File: config.mk
export PLATFORM = sky130hd
export DESIGN_NAME = pwm_duty_decoder
export DESIGN_NICKNAME = d
export VERILOG_FILES = /design/src/rtl/pwm_duty_decoder.sv
export SDC_FILE = /design/constraint.sdc
export NUM_CORES = 1
export LEC_CHECK = 0
export CAP_MARGIN = 30
export CORE_MARGIN = 3
export CORE_UTILIZATION = 26
export DETAILED_ROUTE_END_ITERATION = 10
export SLEW_MARGIN = 25
export SYNTH_ARGS = -nofsm -noshare
export SYNTH_HDL_FRONTEND = slang
export SYNTH_SLANG_ARGS = --single-unit
File: constraint.sdc
create_clock -name PWMClock -period 2.8 [get_ports PWMClock]
set_input_delay 0.84 -clock PWMClock [delete_from_list [all_inputs] [get_ports PWMClock]]
set_output_delay 0.84 -clock PWMClock [all_outputs]
set_load 0.02 [all_outputs]
File: src/rtl/pwm_duty_decoder.sv
// pwm_duty_decoder
// ----------------
// Receiving end of the motor PWM link. The PWM line is synchronised into the
// PWMClock domain, its high time and period are measured in clock cycles, and
// the 12-bit command value (high time minus Offset, clamped to 0..4095) is
// recovered. Each completed period is reported with a one-cycle DecodeValid
// strobe. A line with no edge for TimeoutCycles cycles is flagged as stuck.
//
// Optional build macro: PWM_GLITCH_FILTER_EN
//   defined   : a 3-sample stability filter follows the synchroniser; pulses of
//               1-2 cycles are ignored; edges are detected 6 cycles after PWMin.
//   undefined : raw synchronised level; edges detected 3 cycles after PWMin.
//
// Ports
//   PWMClock     in   system clock (50 MHz)
//   PWMReset     in   asynchronous active-high reset
//   PWMin        in   asynchronous PWM line
//   HighCount    out  [12:0] high cycles of the last completed period
//   PeriodCount  out  [12:0] rising-to-rising cycles of the last completed period
//   DecodedInput out  [11:0] recovered command value
//   DecodeValid  out  one-cycle strobe; all outputs update in that cycle
//   Stuck        out  line has had no edge for TimeoutCycles cycles
//   StuckLevel   out  synchronised line level when Stuck was set
//
// Handshake: DecodeValid is a push-only strobe (no ready). The data outputs
// change only in the cycle DecodeValid is high and hold between strobes.
module pwm_duty_decoder #(
  parameter int Offset        = 1514,
  parameter int TimeoutCycles = 8000
) (
  input  logic        PWMClock,
  input  logic        PWMReset,
  input  logic        PWMin,
  output logic [12:0] HighCount,
  output logic [12:0] PeriodCount,
  output logic [11:0] DecodedInput,
  output logic        DecodeValid,
  output logic        Stuck,
  output logic        StuckLevel
);

  localparam logic [12:0] CNT_MAX  = 13'h1FFF;
  localparam logic [12:0] TIMEOUT  = 13'(TimeoutCycles);
  localparam logic [13:0] OFFSET14 = 14'(Offset);

  typedef enum logic [1:0] {ST_WAIT, ST_HIGH, ST_LOW} state_t;

  // ---------------- input path ----------------
  logic sync1_q, sync2_q;
  logic level;
  logic prev_q;
  logic [2:0] settle_q;
  logic edge_en;
  logic rise, fall;

  always_ff @(posedge PWMClock or posedge PWMReset) begin
    if (PWMReset) begin
      sync1_q <= 1'b0;
      sync2_q <= 1'b0;
    end else begin
      sync1_q <= PWMin;
      sync2_q <= sync1_q;
    end
  end

`ifdef PWM_GLITCH_FILTER_EN
  localparam logic [2:0] SETTLE = 3'd6;
  logic [1:0] hist_q;
  logic       filt_q;

  // Filtered level follows the synchronised level only after three
  // consecutive equal samples.
  always_ff @(posedge PWMClock or posedge PWMReset) begin
    if (PWMReset) begin
      hist_q <= 2'b00;
      filt_q <= 1'b0;
    end else begin
      hist_q <= {hist_q[0], sync2_q};
      if ((sync2_q == hist_q[0]) && (hist_q[0] == hist_q[1])) begin
        filt_q <= sync2_q;
      end
    end
  end

  assign level = filt_q;
`else
  localparam logic [2:0] SETTLE = 3'd3;
  assign level = sync2_q;
`endif

  // Edges are masked until the pipeline holds real samples of PWMin; otherwise
  // a line already high at reset release would look like a fresh rise and the
  // first report would cover a partial period.
  always_ff @(posedge PWMClock or posedge PWMReset) begin
    if (PWMReset) begin
      prev_q   <= 1'b0;
      settle_q <= 3'd0;
    end else begin
      prev_q <= level;
      if (settle_q != SETTLE) begin
        settle_q <= settle_q + 3'd1;
      end
    end
  end

  assign edge_en = (settle_q == SETTLE);
  assign rise    = edge_en & level & ~prev_q;
  assign fall    = edge_en & ~level & prev_q;

  // ---------------- measurement FSM ----------------
  state_t      state_q, state_d;
  logic [12:0] high_q, high_d;
  logic [12:0] per_q, per_d;
  logic [12:0] hc_q, hc_d;
  logic [12:0] pc_q, pc_d;
  logic [11:0] dec_q, dec_d;
  logic        valid_q, valid_d;
  logic        stuck_q, stuck_d;
  logic        lvl_q, lvl_d;
  logic        reported_q, reported_d;

  function automatic logic [12:0] sat_inc(input logic [12:0] x);
    return (x == CNT_MAX) ? x : x + 13'd1;
  endfunction

  function automatic logic [11:0] clamp_dec(input logic [12:0] h);
    logic [13:0] diff;
    diff = {1'b0, h} - OFFSET14;
    if ({1'b0, h} <= OFFSET14) return 12'd0;
    else if (diff > 14'd4095)  return 12'hFFF;
    else                       return diff[11:0];
  endfunction

  always_comb begin
    state_d    = state_q;
    high_d     = high_q;
    per_d      = per_q;
    hc_d       = hc_q;
    pc_d       = pc_q;
    dec_d      = dec_q;
    valid_d    = 1'b0;
    stuck_d    = stuck_q;
    lvl_d      = lvl_q;
    reported_d = reported_q;

    unique case (state_q)
      ST_WAIT: begin
        if (rise) begin
          state_d = ST_HIGH;
          high_d  = 13'd1;
          per_d   = 13'd1;
          stuck_d = 1'b0;
        end else if (reported_q && !stuck_q) begin
          if (per_q >= TIMEOUT) begin
            valid_d = 1'b1;
            hc_d    = 13'd0;
            pc_d    = 13'd0;
            dec_d   = level ? 12'hFFF : 12'd0;
            stuck_d = 1'b1;
            lvl_d   = level;
            per_d   = 13'd0;
          end else begin
            per_d = sat_inc(per_q);
          end
        end
      end
      ST_HIGH: begin
        if (fall) begin
          // High counter freezes on the cycle the fall is seen.
          state_d = ST_LOW;
          per_d   = sat_inc(per_q);
        end else if (per_q >= TIMEOUT) begin
          valid_d = 1'b1;
          hc_d    = 13'd0;
          pc_d    = 13'd0;
          dec_d   = level ? 12'hFFF : 12'd0;
          stuck_d = 1'b1;
          lvl_d   = level;
          state_d = ST_WAIT;
          high_d  = 13'd0;
          per_d   = 13'd0;
        end else begin
          high_d = sat_inc(high_q);
          per_d  = sat_inc(per_q);
        end
      end
      ST_LOW: begin
        // A rise beats a timeout on the same cycle.
        if (rise) begin
          valid_d    = 1'b1;
          hc_d       = high_q;
          pc_d       = per_q;
          dec_d      = clamp_dec(high_q);
          reported_d = 1'b1;
          state_d    = ST_HIGH;
          high_d     = 13'd1;
          per_d      = 13'd1;
        end else if (per_q >= TIMEOUT) begin
          valid_d = 1'b1;
          hc_d    = 13'd0;
          pc_d    = 13'd0;
          dec_d   = level ? 12'hFFF : 12'd0;
          stuck_d = 1'b1;
          lvl_d   = level;
          state_d = ST_WAIT;
          high_d  = 13'd0;
          per_d   = 13'd0;
        end else begin
          per_d = sat_inc(per_q);
        end
      end
      default: state_d = ST_WAIT;
    endcase
  end

  always_ff @(posedge PWMClock or posedge PWMReset) begin
    if (PWMReset) begin
      state_q    <= ST_WAIT;
      high_q     <= 13'd0;
      per_q      <= 13'd0;
      hc_q       <= 13'd0;
      pc_q       <= 13'd0;
      dec_q      <= 12'd0;
      valid_q    <= 1'b0;
      stuck_q    <= 1'b0;
      lvl_q      <= 1'b0;
      reported_q <= 1'b0;
    end else begin
      state_q    <= state_d;
      high_q     <= high_d;
      per_q      <= per_d;
      hc_q       <= hc_d;
      pc_q       <= pc_d;
      dec_q      <= dec_d;
      valid_q    <= valid_d;
      stuck_q    <= stuck_d;
      lvl_q      <= lvl_d;
      reported_q <= reported_d;
    end
  end

  assign HighCount    = hc_q;
  assign PeriodCount  = pc_q;
  assign DecodedInput = dec_q;
  assign DecodeValid  = valid_q;
  assign Stuck        = stuck_q;
  assign StuckLevel   = lvl_q;

endmodule

==> results.md <==
- Run status: completed
- Unique cell type count in the Yosys netlist: 53
- Number of synthesized register bits: between 70 and 80
- Minimum setup slack in the final design: 0.190 ns
- Setup Total Neg Slack: 0 ns
- Largest net degree at the start of global routing: 51
- Number of antenna repair diodes: 0
- Max-Slew Margin vs Limit: 0.576
- Via count of the first global-routing pass: about 3,200
- Cts bufs inserted: 9
- Hold Startpoint: sync1_q
- Startpoint type of the worst setup path: flip-flop
- Clock sink count: between 70 and 80
- Overall overflow remaining after global route: 0
- Clock Skew: ~0.0039 ns
- Most frequent cells in the layout: sky130_fd_sc_hd__dfrtp_1, sky130_fd_sc_hd__nor2_1, sky130_fd_sc_hd__clkdlybuf4s50_1
- DR pass1 iterations: 4
- Count of max-cap constraint violations: 0
- Count of buffers inserted at the top-level ports: 43
- Actual slew at the worst max-slew pin: between 0.6 and 0.7 ns
- All-layer global routing usage: 0.124
- Part of the cycle the worst path needs: 0.932
- Post-detailed-route DRC marker count: 0
- Boundary pin count: 44
- Avg Vias per Cell: 5.07
- Register-to-Register Path Depth: 8
- Setup-violating endpoint count in the final report: 0
- Total power after layout: between 4 and 5 mW
- Number of synthesized flops with an enable pin: 0
- Placement Rows: between 40 and 50
- Top achievable clock speed: 0.383 GHz
- Async SR Flop Fraction: 1.00
- Sink of the worst hold path: level
- Clock slew at reported path FFs: about 0.060 ns
- Synth Cell Area: approximately 0.004 mm2
- Tightest Hold Check Type: flip-flop to flip-flop
- Sequence of cells on the critical path: ha_1 > ha_2 > nand3b_2 > and2_0 > a311o_2 > or2_1 > or3_1 > a21oi_1
- Synthesis warning total: 0
- PD cells: about 820 mW/mm2
- Post-layout utilization of the core: 0.341
- Growth of design area from synthesis to finish: 27.5%
- Post-route ant nets: 0
- Core ar.: around 0.015 mm2
- Slowest Stage Delay on Critical Path: 0.50 ns
- Die Wd: 128 um
- Layout cell share with drive strength beyond 1: 0.109
- H-tree depth reported by CTS: 3
- CP max FO: 10
- Root Buffer: sky130_fd_sc_hd__clkbuf_16
- Placer's final routability congestion estimate: 0.900
- Total of fill cells in the finished design: 1,456
- Worst reg-to-reg setup slack: about 0.19 ns
- TritonCTS clock tree: done
- Hold-critical path depth: 0
- Clock latency at the later pin of the worst-skew pair: between 0.3 and 0.4 ns
- Final cell area excluding filler cells: 0.00497 mm2
- Endpoint required time on the critical path: 3.07 ns
- Worst-case setup slack after placement: between 0.1 and 0.15 ns
- Clock buffer depth: 2
- Maximum vdd drop: between 0.3 and 0.4 mV
- Die area: 0.0165 mm2
- Final max-slew violation count: 0
- Post-route minimum period: ~2.6 ns
- Arrival time reported for the critical path endpoint: approximately 2.9 ns
- Unrepaired setup endpoints after global routing: no
- Post-synthesis average cell area: roughly 10 um2
- Number of antenna violations at the first check in global routing: 0
- Final WL: slightly below 10 mm
- Final-report hold violation count: 0
- Number of nets in the layout: between 400 and 500
- Fraction of the yosys area taken by sequential cells: 0.488
- Leakage power: roughly 2.1 nW
- Most common cell after layout, fill and taps aside: sky130_fd_sc_hd__dfrtp_1
- Routed WL per cell: between 15 and 20 um
- Die Span Y: ~130 um
- Type of destination of the critical path: flip-flop
- Starting utilization of the core area: 0.267
- Synthesized instance count: 391
- Ys flop type: sky130_fd_sc_hd__dfrtp_1
- Synth Net Count: 406
- Count of vias placed by the detailed router: around 3,200
- Slowest cell on the critical path: sky130_fd_sc_hd__a311o_2
- Endpoint of the worst-slack reg-to-reg timing path: high_q[6]
- Global-route wire length before repair: about 16 mm
- Instance area after placement: ~0.0046 mm2
- Critical path start-end classification: flip-flop to flip-flop
- Iteration-0 DRC Markers: about 180
- HPWL after detailed placement: around 7 mm
- Launching point of the worst reg2reg path: settle_q[0]
-- cell type report --
type,instances,area (um2),area share
Timing Repair Buffer,67,608,0.122
Clock buffer,12,256,0.0516
Inverter,13,48.8,0.00982
Tap cell,184,230,0.0463
Multi-Input combinational cell,278,1830,0.368
Clock inverter,4,95.1,0.0191
Sequential cell,76,1900,0.383
-- flip-flops by register name, indices dropped and copies added, names as in the netlist, 2 cells and up --
name,count
HighCount,13
PeriodCount,13
high_q,13
per_q,13
DecodedInput,12
settle_q,3
state_q,2
-- cells by family (layout without fill, tap and decap cells) --
kind of cell | after synthesis | in the layout | synth area share
mux | 4 | 4 | 0.0109
simple gates | 143 | 143 | 0.184
fa+ha+maj | 12 | 12 | 0.0385
flops | 76 | 76 | 0.488
buf+inv | 37 | 96 | 0.0437
compound gates | 93 | 93 | 0.176
xor+xnor | 26 | 26 | 0.0584
-- worst max path at each step --
stage | slack, ns | endpoint | depth (start not counted) | startpoint
2_1_floorplan | 0.02 | DecodeValid | 1 | PWMReset
3_3_place_gp | 0.16 | DecodedInput[7] | 9 | settle_q[0]
3_5_place_dp | 0.12 | high_q[6] | 8 | settle_q[0]
4_1_cts | 0.10 | high_q[6] | 8 | settle_q[0]
5_1_grt | 0.03 | high_q[6] | 8 | settle_q[0]
6_report | 0.19 | high_q[6] | 8 | settle_q[0]
-- cell usage after synthesis (all sizes together) (3+ instances only) --
cell type	n	area, um2
inv	13	48.8
ha	12	150
nor2b	3	18.8
a31oi	4	25.0
nor2	47	176
and4	3	26.3
or2	4	25.0
nand3	9	45.0
clkbuf	15	56.3
dfrtp	76	1900
a2111oi	3	32.5
o31ai	6	45.0
a211oi	8	60.1
and2	5	31.3
nand2	21	78.8
xnor2	14	123
o21a	3	22.5
buf	9	65.1
nor3	17	85.1
nand4	9	56.3
xor2	12	105
a21oi	10	50.1
and3	6	37.5
nand2b	4	25.0
o21ai	18	93.8
nor3b	3	22.5
nor4	4	25.0
a22o	27	236
-- critical path, delay by kind of cell (launching register included) --
| kind | cells | cell delay, ns |
|---|---|---|
| AO/OA/AOI/OAI | 2 | 0.64 |
| flip-flops | 1 | 0.37 |
| adder cells (fa/ha/maj) | 2 | 0.43 |
| AND/OR/NAND/NOR | 4 | 1.09 |
-- where the power goes --
part | switching (mW) | leakage [nW] | total (mW) | internal [mW]
combinational | 0.797 | 0.937 | 1.32 | 0.526
sequential | 0.138 | 1.02 | 1.38 | 1.24
clock | 0.440 | 0.173 | 1.36 | 0.918
total | 1.38 | 2.13 | 4.06 | 2.68
-- repair_timing --
action,4_1_cts,5_1_grt
setup endpoints to repair,0,3
buffers inserted,0,0
hold buffers,0,0
endpoints found under the hold margin,0,0
resized for setup,0,2
-- routing by layer --
layer / global-route usage / vias up / routed length (um)
met1: 0.165 / 1588 / 4490
met2: 0.192 / 87 / 4600
li1: - / 1524 / -
met5: 0 / - / 0
met4: 0.0356 / 0 / 155
met3: 0.0394 / 15 / 559
-- stage by stage --
step                      hold slack, ns  cells
after global routing               0.359    634
after global placement             0.335    617
final                              0.345    634
after floorplan                    0.331    391
after CTS                          0.348    634
after detailed placement           0.336    618
Note: power is estimated with default switching activity, not from simulation.
